===== src/rtl/ctrl_types_pkg.sv =====
// Shared types for the key/value cache controller: operation codes, FSM states, entry layout.
package ctrl_types_pkg;

    localparam int unsigned DEF_ARCHITECTURE = 64;

    typedef enum logic [2:0] {
        OP_NOOP   = 3'd0,
        OP_GET    = 3'd1,
        OP_UPSERT = 3'd2,
        OP_DELETE = 3'd3
    } operation_e;

    typedef enum logic [1:0] {
        IDLE,
        SEARCH,
        COMMIT,
        DONE
    } ctrl_state_e;

    typedef struct packed {
        logic                            valid;
        logic [DEF_ARCHITECTURE-4:0]     key;
        logic [2*DEF_ARCHITECTURE-1:0]   value;
    } cache_entry_t;

    // Codes 4-7 are illegal and never start a search.
    function automatic logic is_search_op(logic [2:0] op);
        return (op == OP_GET) || (op == OP_UPSERT) || (op == OP_DELETE);
    endfunction

endpackage


===== src/rtl/cache_entry_store.sv =====
// Fully-associative entry array: one combinational read port, one write port, async-cleared valids.
module cache_entry_store #(
    parameter int unsigned NUM_ENTRIES = 8,
    parameter int unsigned KEY_W       = 61,
    parameter int unsigned VAL_W       = 128,
    parameter int unsigned IDX_W       = $clog2(NUM_ENTRIES)
) (
    input  logic             clk,
    input  logic             rst,
    input  logic [IDX_W-1:0] rd_idx,
    output logic             rd_valid,
    output logic [KEY_W-1:0] rd_key,
    output logic [VAL_W-1:0] rd_value,
    input  logic             wr_en,
    input  logic [IDX_W-1:0] wr_idx,
    input  logic [KEY_W-1:0] wr_key,
    input  logic [VAL_W-1:0] wr_value,
    input  logic             set_valid,
    input  logic             clr_valid
);

    logic [NUM_ENTRIES-1:0] valid_q;
    logic [KEY_W-1:0]       key_q   [NUM_ENTRIES];
    logic [VAL_W-1:0]       value_q [NUM_ENTRIES];

    // Payload needs no reset; only the valid bits define store contents.
    always_ff @(posedge clk) begin
        if (wr_en) begin
            key_q[wr_idx]   <= wr_key;
            value_q[wr_idx] <= wr_value;
        end
    end

    always_ff @(posedge clk or posedge rst) begin
        if (rst) begin
            valid_q <= '0;
        end else if (set_valid) begin
            valid_q[wr_idx] <= 1'b1;
        end else if (clr_valid) begin
            valid_q[wr_idx] <= 1'b0;
        end
    end

    always_comb begin
        rd_valid = valid_q[rd_idx];
        rd_key   = key_q[rd_idx];
        rd_value = value_q[rd_idx];
    end

endmodule


===== src/rtl/cache_kv_controller.sv =====
// Key/value cache controller with fixed-latency linear search over cache_entry_store.
// Optional hit/miss statistics outputs are enabled by defining CACHE_CTRL_STATS_EN.
module cache_kv_controller
    import ctrl_types_pkg::*;
#(
    parameter int unsigned ARCHITECTURE = 64,
    parameter int unsigned NUM_ENTRIES  = 8,
    parameter int unsigned IDX_W        = $clog2(NUM_ENTRIES)
) (
    input  logic                        clk,
    input  logic                        rst,
    input  logic                        op_valid_in,
    input  logic [2:0]                  operation_in,
    input  logic [ARCHITECTURE-4:0]     key_in,
    input  logic [2*ARCHITECTURE-1:0]   value_in,
    output logic                        ready_out,
    output logic                        done_out,
    output logic                        op_succ_out,
    output logic [2*ARCHITECTURE-1:0]   result_value_out,
    output logic [IDX_W:0]              occupancy_out
`ifdef CACHE_CTRL_STATS_EN
    ,
    output logic [31:0]                 hit_count_out,
    output logic [31:0]                 miss_count_out
`endif
);

    localparam int unsigned KEY_W = ARCHITECTURE - 3;
    localparam int unsigned VAL_W = 2 * ARCHITECTURE;
    localparam logic [IDX_W-1:0] LAST_IDX = IDX_W'(NUM_ENTRIES - 1);

    ctrl_state_e      state_q, state_d;
    operation_e       op_q, op_d;
    logic [KEY_W-1:0] key_q, key_d;
    logic [VAL_W-1:0] value_q, value_d;
    logic [IDX_W-1:0] scan_q, scan_d;
    logic             hit_q, hit_d;
    logic [IDX_W-1:0] hit_idx_q, hit_idx_d;
    logic             free_q, free_d;
    logic [IDX_W-1:0] free_idx_q, free_idx_d;
    logic             succ_q, succ_d;
    logic [VAL_W-1:0] result_q, result_d;
    logic [IDX_W:0]   occ_q, occ_d;

    logic [IDX_W-1:0] rd_idx;
    logic             rd_valid;
    logic [KEY_W-1:0] rd_key;
    logic [VAL_W-1:0] rd_value;
    logic             wr_en, set_valid, clr_valid;
    logic [IDX_W-1:0] wr_idx;
    logic             stat_hit, stat_miss;

    // The single read port scans during SEARCH and fetches the hit entry in COMMIT.
    assign rd_idx = (state_q == COMMIT) ? hit_idx_q : scan_q;

    cache_entry_store #(
        .NUM_ENTRIES (NUM_ENTRIES),
        .KEY_W       (KEY_W),
        .VAL_W       (VAL_W),
        .IDX_W       (IDX_W)
    ) u_store (
        .clk       (clk),
        .rst       (rst),
        .rd_idx    (rd_idx),
        .rd_valid  (rd_valid),
        .rd_key    (rd_key),
        .rd_value  (rd_value),
        .wr_en     (wr_en),
        .wr_idx    (wr_idx),
        .wr_key    (key_q),
        .wr_value  (value_q),
        .set_valid (set_valid),
        .clr_valid (clr_valid)
    );

    always_ff @(posedge clk or posedge rst) begin
        if (rst) begin
            state_q    <= IDLE;
            op_q       <= OP_NOOP;
            key_q      <= '0;
            value_q    <= '0;
            scan_q     <= '0;
            hit_q      <= 1'b0;
            hit_idx_q  <= '0;
            free_q     <= 1'b0;
            free_idx_q <= '0;
            succ_q     <= 1'b0;
            result_q   <= '0;
            occ_q      <= '0;
        end else begin
            state_q    <= state_d;
            op_q       <= op_d;
            key_q      <= key_d;
            value_q    <= value_d;
            scan_q     <= scan_d;
            hit_q      <= hit_d;
            hit_idx_q  <= hit_idx_d;
            free_q     <= free_d;
            free_idx_q <= free_idx_d;
            succ_q     <= succ_d;
            result_q   <= result_d;
            occ_q      <= occ_d;
        end
    end

    always_comb begin
        state_d    = state_q;
        op_d       = op_q;
        key_d      = key_q;
        value_d    = value_q;
        scan_d     = scan_q;
        hit_d      = hit_q;
        hit_idx_d  = hit_idx_q;
        free_d     = free_q;
        free_idx_d = free_idx_q;
        succ_d     = succ_q;
        result_d   = result_q;
        occ_d      = occ_q;
        wr_en      = 1'b0;
        wr_idx     = hit_idx_q;
        set_valid  = 1'b0;
        clr_valid  = 1'b0;
        stat_hit   = 1'b0;
        stat_miss  = 1'b0;
        ready_out  = 1'b0;
        done_out   = 1'b0;

        unique case (state_q)
            IDLE: begin
                ready_out = 1'b1;
                if (op_valid_in) begin
                    op_d    = operation_e'(operation_in);
                    key_d   = key_in;
                    value_d = value_in;
                    hit_d   = 1'b0;
                    free_d  = 1'b0;
                    scan_d  = '0;
                    if (is_search_op(operation_in)) begin
                        state_d = SEARCH;
                    end else begin
                        state_d  = DONE;
                        succ_d   = (operation_in == OP_NOOP);
                        result_d = '0;
                    end
                end
            end
            SEARCH: begin
                if (rd_valid && (rd_key == key_q)) begin
                    hit_d     = 1'b1;
                    hit_idx_d = scan_q;
                end else if (!rd_valid && !free_q) begin
                    free_d     = 1'b1;
                    free_idx_d = scan_q;
                end
                if (scan_q == LAST_IDX) begin
                    state_d = COMMIT;
                end else begin
                    scan_d = scan_q + IDX_W'(1);
                end
            end
            COMMIT: begin
                state_d   = DONE;
                result_d  = '0;
                stat_hit  = hit_q;
                stat_miss = !hit_q;
                case (op_q)
                    OP_GET: begin
                        succ_d = hit_q;
                        if (hit_q) result_d = rd_value;
                    end
                    OP_UPSERT: begin
                        if (hit_q) begin
                            wr_en  = 1'b1;
                            succ_d = 1'b1;
                        end else if (free_q) begin
                            wr_en     = 1'b1;
                            wr_idx    = free_idx_q;
                            set_valid = 1'b1;
                            occ_d     = occ_q + (IDX_W+1)'(1);
                            succ_d    = 1'b1;
                        end else begin
                            succ_d = 1'b0;
                        end
                    end
                    OP_DELETE: begin
                        succ_d = hit_q;
                        if (hit_q) begin
                            clr_valid = 1'b1;
                            occ_d     = occ_q - (IDX_W+1)'(1);
                        end
                    end
                    default: succ_d = 1'b0;
                endcase
            end
            DONE: begin
                done_out = 1'b1;
                state_d  = IDLE;
            end
            default: state_d = IDLE;
        endcase
    end

    assign op_succ_out      = succ_q;
    assign result_value_out = result_q;
    assign occupancy_out    = occ_q;

`ifdef CACHE_CTRL_STATS_EN
    logic [31:0] hit_cnt_q, miss_cnt_q;

    always_ff @(posedge clk or posedge rst) begin
        if (rst) begin
            hit_cnt_q  <= '0;
            miss_cnt_q <= '0;
        end else begin
            if (stat_hit && (hit_cnt_q != 32'hFFFF_FFFF)) hit_cnt_q <= hit_cnt_q + 32'd1;
            if (stat_miss && (miss_cnt_q != 32'hFFFF_FFFF)) miss_cnt_q <= miss_cnt_q + 32'd1;
        end
    end

    assign hit_count_out  = hit_cnt_q;
    assign miss_count_out = miss_cnt_q;
`else
    logic unused_stats;
    assign unused_stats = stat_hit ^ stat_miss;
`endif

endmodule


===== config.mk =====
export PLATFORM = sky130hd
export DESIGN_NAME = cache_kv_controller
export DESIGN_NICKNAME = d
export VERILOG_FILES = /design/src/rtl/ctrl_types_pkg.sv /design/src/rtl/cache_entry_store.sv /design/src/rtl/cache_kv_controller.sv
export SDC_FILE = /design/constraint.sdc
export NUM_CORES = 2
export LEC_CHECK = 0
export ABC_AREA = 0
export ABC_CLOCK_PERIOD_IN_PS = 16200
export CAP_MARGIN = 20
export CORE_ASPECT_RATIO = 0.7
export CORE_UTILIZATION = 55
export CTS_BUF_LIST = sky130_fd_sc_hd__clkbuf_2 sky130_fd_sc_hd__clkbuf_4 sky130_fd_sc_hd__clkbuf_8
export CTS_CLUSTER_SIZE = 24
export DETAILED_ROUTE_END_ITERATION = 8
export PLACE_DENSITY = 0.86
export REMOVE_ABC_BUFFERS = 1
export SETUP_SLACK_MARGIN = 0.15
export SLEW_MARGIN = 0
export SYNTH_ARGS = -nofsm -noshare
export SYNTH_HDL_FRONTEND = slang
export SYNTH_HIERARCHICAL = 1
export SYNTH_SLANG_ARGS = --single-unit

===== constraint.sdc =====
create_clock -name clk -period 16.2 [get_ports clk]
set_clock_uncertainty 0.15 [all_clocks]
set_input_delay 3.24 -clock clk [delete_from_list [all_inputs] [get_ports clk]]
set_output_delay 3.24 -clock clk [all_outputs]
set_load 0.03 [all_outputs]

==> summary.md <==
| Metric | Value |
|---|---|
| R2r setup slk | 9920 ps |
| GPL Wtd Cong | ~0.74 |
| Setup WS pre-CTS | approximately 9000 ps |
| Final net count | 3865 |
| WP data arrival | between 6000 and 7000 ps |
| Seq cells post-synth | 1858 |
| Worst VDD drop | 125 uV |
| Post-Layout Inst Area | around 80000 um^2 |
| Worst-Skew Late Latency | 1000 ps |
| Die height | 302 um |
| Final setup viols | 0 |
| Worst R2R Path Depth | 12 |
| Reg-to-reg endpoint | hit_idx_q[1] |
| I/O Pins | 330 |
| Share of the core filled with cells | 0.643 |
| Pleak | 27.2 nW |
| WHS Endpoint | occupancy_out[3] |
| Critical path capture point type | register |
| Area Overhead vs Synth | 15.6% |
| Slew Limit Fails | 0 |
| Post-synthesis sequential area ratio | 0.767 |
| DRT Pass-1 Iters | 7 |
| Slew @ Worst Pin | 1140 ps |
| Max Clock Freq | approximately 160 MHz |
| Largest net degree at the start of global routing | around 140 |
| CTS Sinks | ~1900 |
| First-pass GRT wire length | 219 mm |
| Average cell area after synthesis | about 22 um^2 |
| Hold path start | occupancy_out[3] |
| Via count | 33600 |
| # fillers | slightly below 8000 |
| # rows | ~110 |
| Most common cell after layout, fill and taps aside | edfxtp_1 |
| Initial antenna violation count | 6 |
| DRT iter0 DRCs | 3140 |
| Power Density | approximately 160 nW/um^2 |
| GRT overflow | 0 |
| CP Launch Point | state_q[0] |
| Switch Pwr | approximately 3.6 mW |
| CTS Buffer Depth | 4 |
| CP max stage cell | mux2_8 |
| Pint | 9.72 mW |
| CTS Buf Count | 283 |
| Crit path kind | register to register |
| Worst path bufs/invs | 2 |
| Synth Instances | 3155 |
| RSZ-0062 raised after global routing | no |
| Number of synthesized flops with an enable pin | approximately 1500 |
| Max stage delay on crit path | between 800 and 900 ps |
| Commonest non-fill, non-tap cells in the layout | edfxtp_1, mux2_2, mux4_2 |
| YS warnings | 6 |
| WHS Path Cells | 1 |
| DRC viols | 0 |
| TNS Setup | 0 ps |
| Post-layout min period | around 6300 ps |
| Min-Delay Path Class | register to register |
| DRT antenna net count | 0 |
| Area of the core | 127000 um^2 |
| Vias per inst | 6.08 |
| Post-Syn Area | slightly above 70000 um^2 |
| Clock power frac | 0.296 |
| CTS tree | built |
| DR WL/cell | 26.7 um |
| Crit-path cells | inv_1 -> ha_1 -> mux2_8 -> buf_12 -> mux4_2 -> mux2_2 -> xnor2_1 -> nand4_1 -> nor4_1 -> nand4_1 -> or4_4 -> mux2_4 |
| Crit start category | register |
| Final setup margin | 9920 ps |
| Rel. slew slack | 0.243 |
| Layout cell share with drive strength beyond 1 | 0.336 |
| Status | finished clean |
| Hold Buf Count CTS | 0 |
| CP required | around 17000 ps |
| Most frequent CP cell | nand4_1 |
| Die width | 430 um |
| Top delay family on crit path | multiplexers |
| Die area | ~130000 um^2 |
| Critical R2R Launch | state_q[0] |
| Worst-path maximum fanout | ~100 |
| Synth Flop Type | edfxtp_1 |
| Resized Gates After CTS | 0 |
| Post-Route WL | 148 mm |
| CTS root buf | clkbuf_8 |
| Ys async rst share | 0.186 |
| Final Cycle Share | 0.388 |
| Gr usage total | 0.229 |
| Synth cell types | 50 |
| Fin. Hold Viols | 0 |
| Switching Share | 0.272 |
| Seq pwr share | 0.501 |
| Vias in the first global route | ~35000 |
| Combinational share of power | 0.203 |
| Count of maximum capacitance violations | 0 |
| Worst-path clk slew | around 60 ps |
| Placed Area | about 76000 um^2 |
| Post-CTS Setup Bufs | 0 |
| H-tree levels | 5 |
| Number of buffers inserted by port buffering | 329 |
| Final HPWL from detailed placement | between 70 and 80 mm |
| Starting Density | 0.557 |
## kinds of logic after synthesis
logic type / count (synthesis) / share of synthesized area
XOR/XNOR: 41 / 0.00509
adder cells (fa/ha/maj): 9 / 0.00170
AND/OR/NAND/NOR: 99 / 0.00775
multiplexers: 772 / 0.184
AO/OA/AOI/OAI: 181 / 0.0214
flip-flops: 1858 / 0.767
buffers and inverters: 195 / 0.0132
## worst max-delay path by stage
stage                            endpoint  cells after the start
finish                       hit_idx_q[1]                     12
global route                 hit_idx_q[1]                     12
CTS                          hit_idx_q[1]                     12
detailed placement   result_value_out[51]                      8
global placement    result_value_out[102]                      8
floorplan             result_value_out[0]                      5
## power by group through the flow
stage | sequential [mW] | clock (mW) | combinational [mW]
detailed placement | 6.78 | 0 | 2.72
global placement | 6.71 | 0 | 2.65
global route | 6.77 | 4.23 | 2.89
floorplan | 6.54 | 0 | 2.74
finish | 6.69 | 3.95 | 2.71
CTS | 6.68 | 4.03 | 2.74
## cell usage after synthesis (8+ instances only)
cell type / count / area share
edfxtp_1: 1512 / 0.64
mux2_2: 388 / 0.062
mux4_2: 380 / 0.12
dfrtp_1: 346 / 0.12
a22o_1: 130 / 0.016
clkbuf_1: 80 / 0.0043
inv_1: 35 / 0.0019
xnor2_1: 31 / 0.0039
buf_1: 30 / 0.0016
buf_2: 28 / 0.0020
nand2_1: 25 / 0.0013
buf_6: 22 / 0.0035
nor2_1: 19 / 0.0010
nand2b_1: 11 / 0.00098
a21oi_1: 10 / 0.00071
nand4_1: 10 / 0.00089
xor2_1: 10 / 0.0012
o22ai_1: 9 / 0.00080
ha_1: 8 / 0.0014
## area by class of cell
cell class / instances / area [um^2] / share of cell area
inverter: 35 / 139 / 0.00170
clock inverter: 68 / 628 / 0.00771
timing repair buffer: 381 / 3780 / 0.0464
antenna: 5 / 12.5 / 0.000154
clock buffer: 417 / 5130 / 0.0630
tap: 1665 / 2080 / 0.0256
sequential: 1858 / 54100 / 0.664
multi-input combinational: 1102 / 15600 / 0.192
## layer usage
layer / global-route usage / wire length (um) / up-vias
li1: - / - / 14100
met1: 0.310 / 58100 / 17700
met2: 0.380 / 75000 / 1572
met3: 0.0411 / 10800 / 285
met4: 0.0825 / 3800 / 4
met5: 0 / 66 / -
## registers in the layout, summed over array words and instances (netlist names), 3 cells and up, named ones only
register	cells
free_idx_q	3
hit_idx_q	3
key_q	61
occupancy_out	4
op_q	3
result_value_out	128
scan_q	3
u_store/key_q	488
u_store/value_q	1024
value_q	128
## metrics by stage
| stage | std cells | hold WS [ps] | power, mW |
|---|---|---|---|
| 2_1_floorplan | 2995 | 301 | 9.28 |
| 3_3_place_gp | 5040 | 310 | 9.36 |
| 3_5_place_dp | 5040 | 326 | 9.50 |
| 4_1_cts | 5525 | 346 | 13.5 |
| 5_1_grt | 5531 | 366 | 13.9 |
| 6_report | 5531 | 345 | 13.4 |
(Power assumes the default switching activity.)
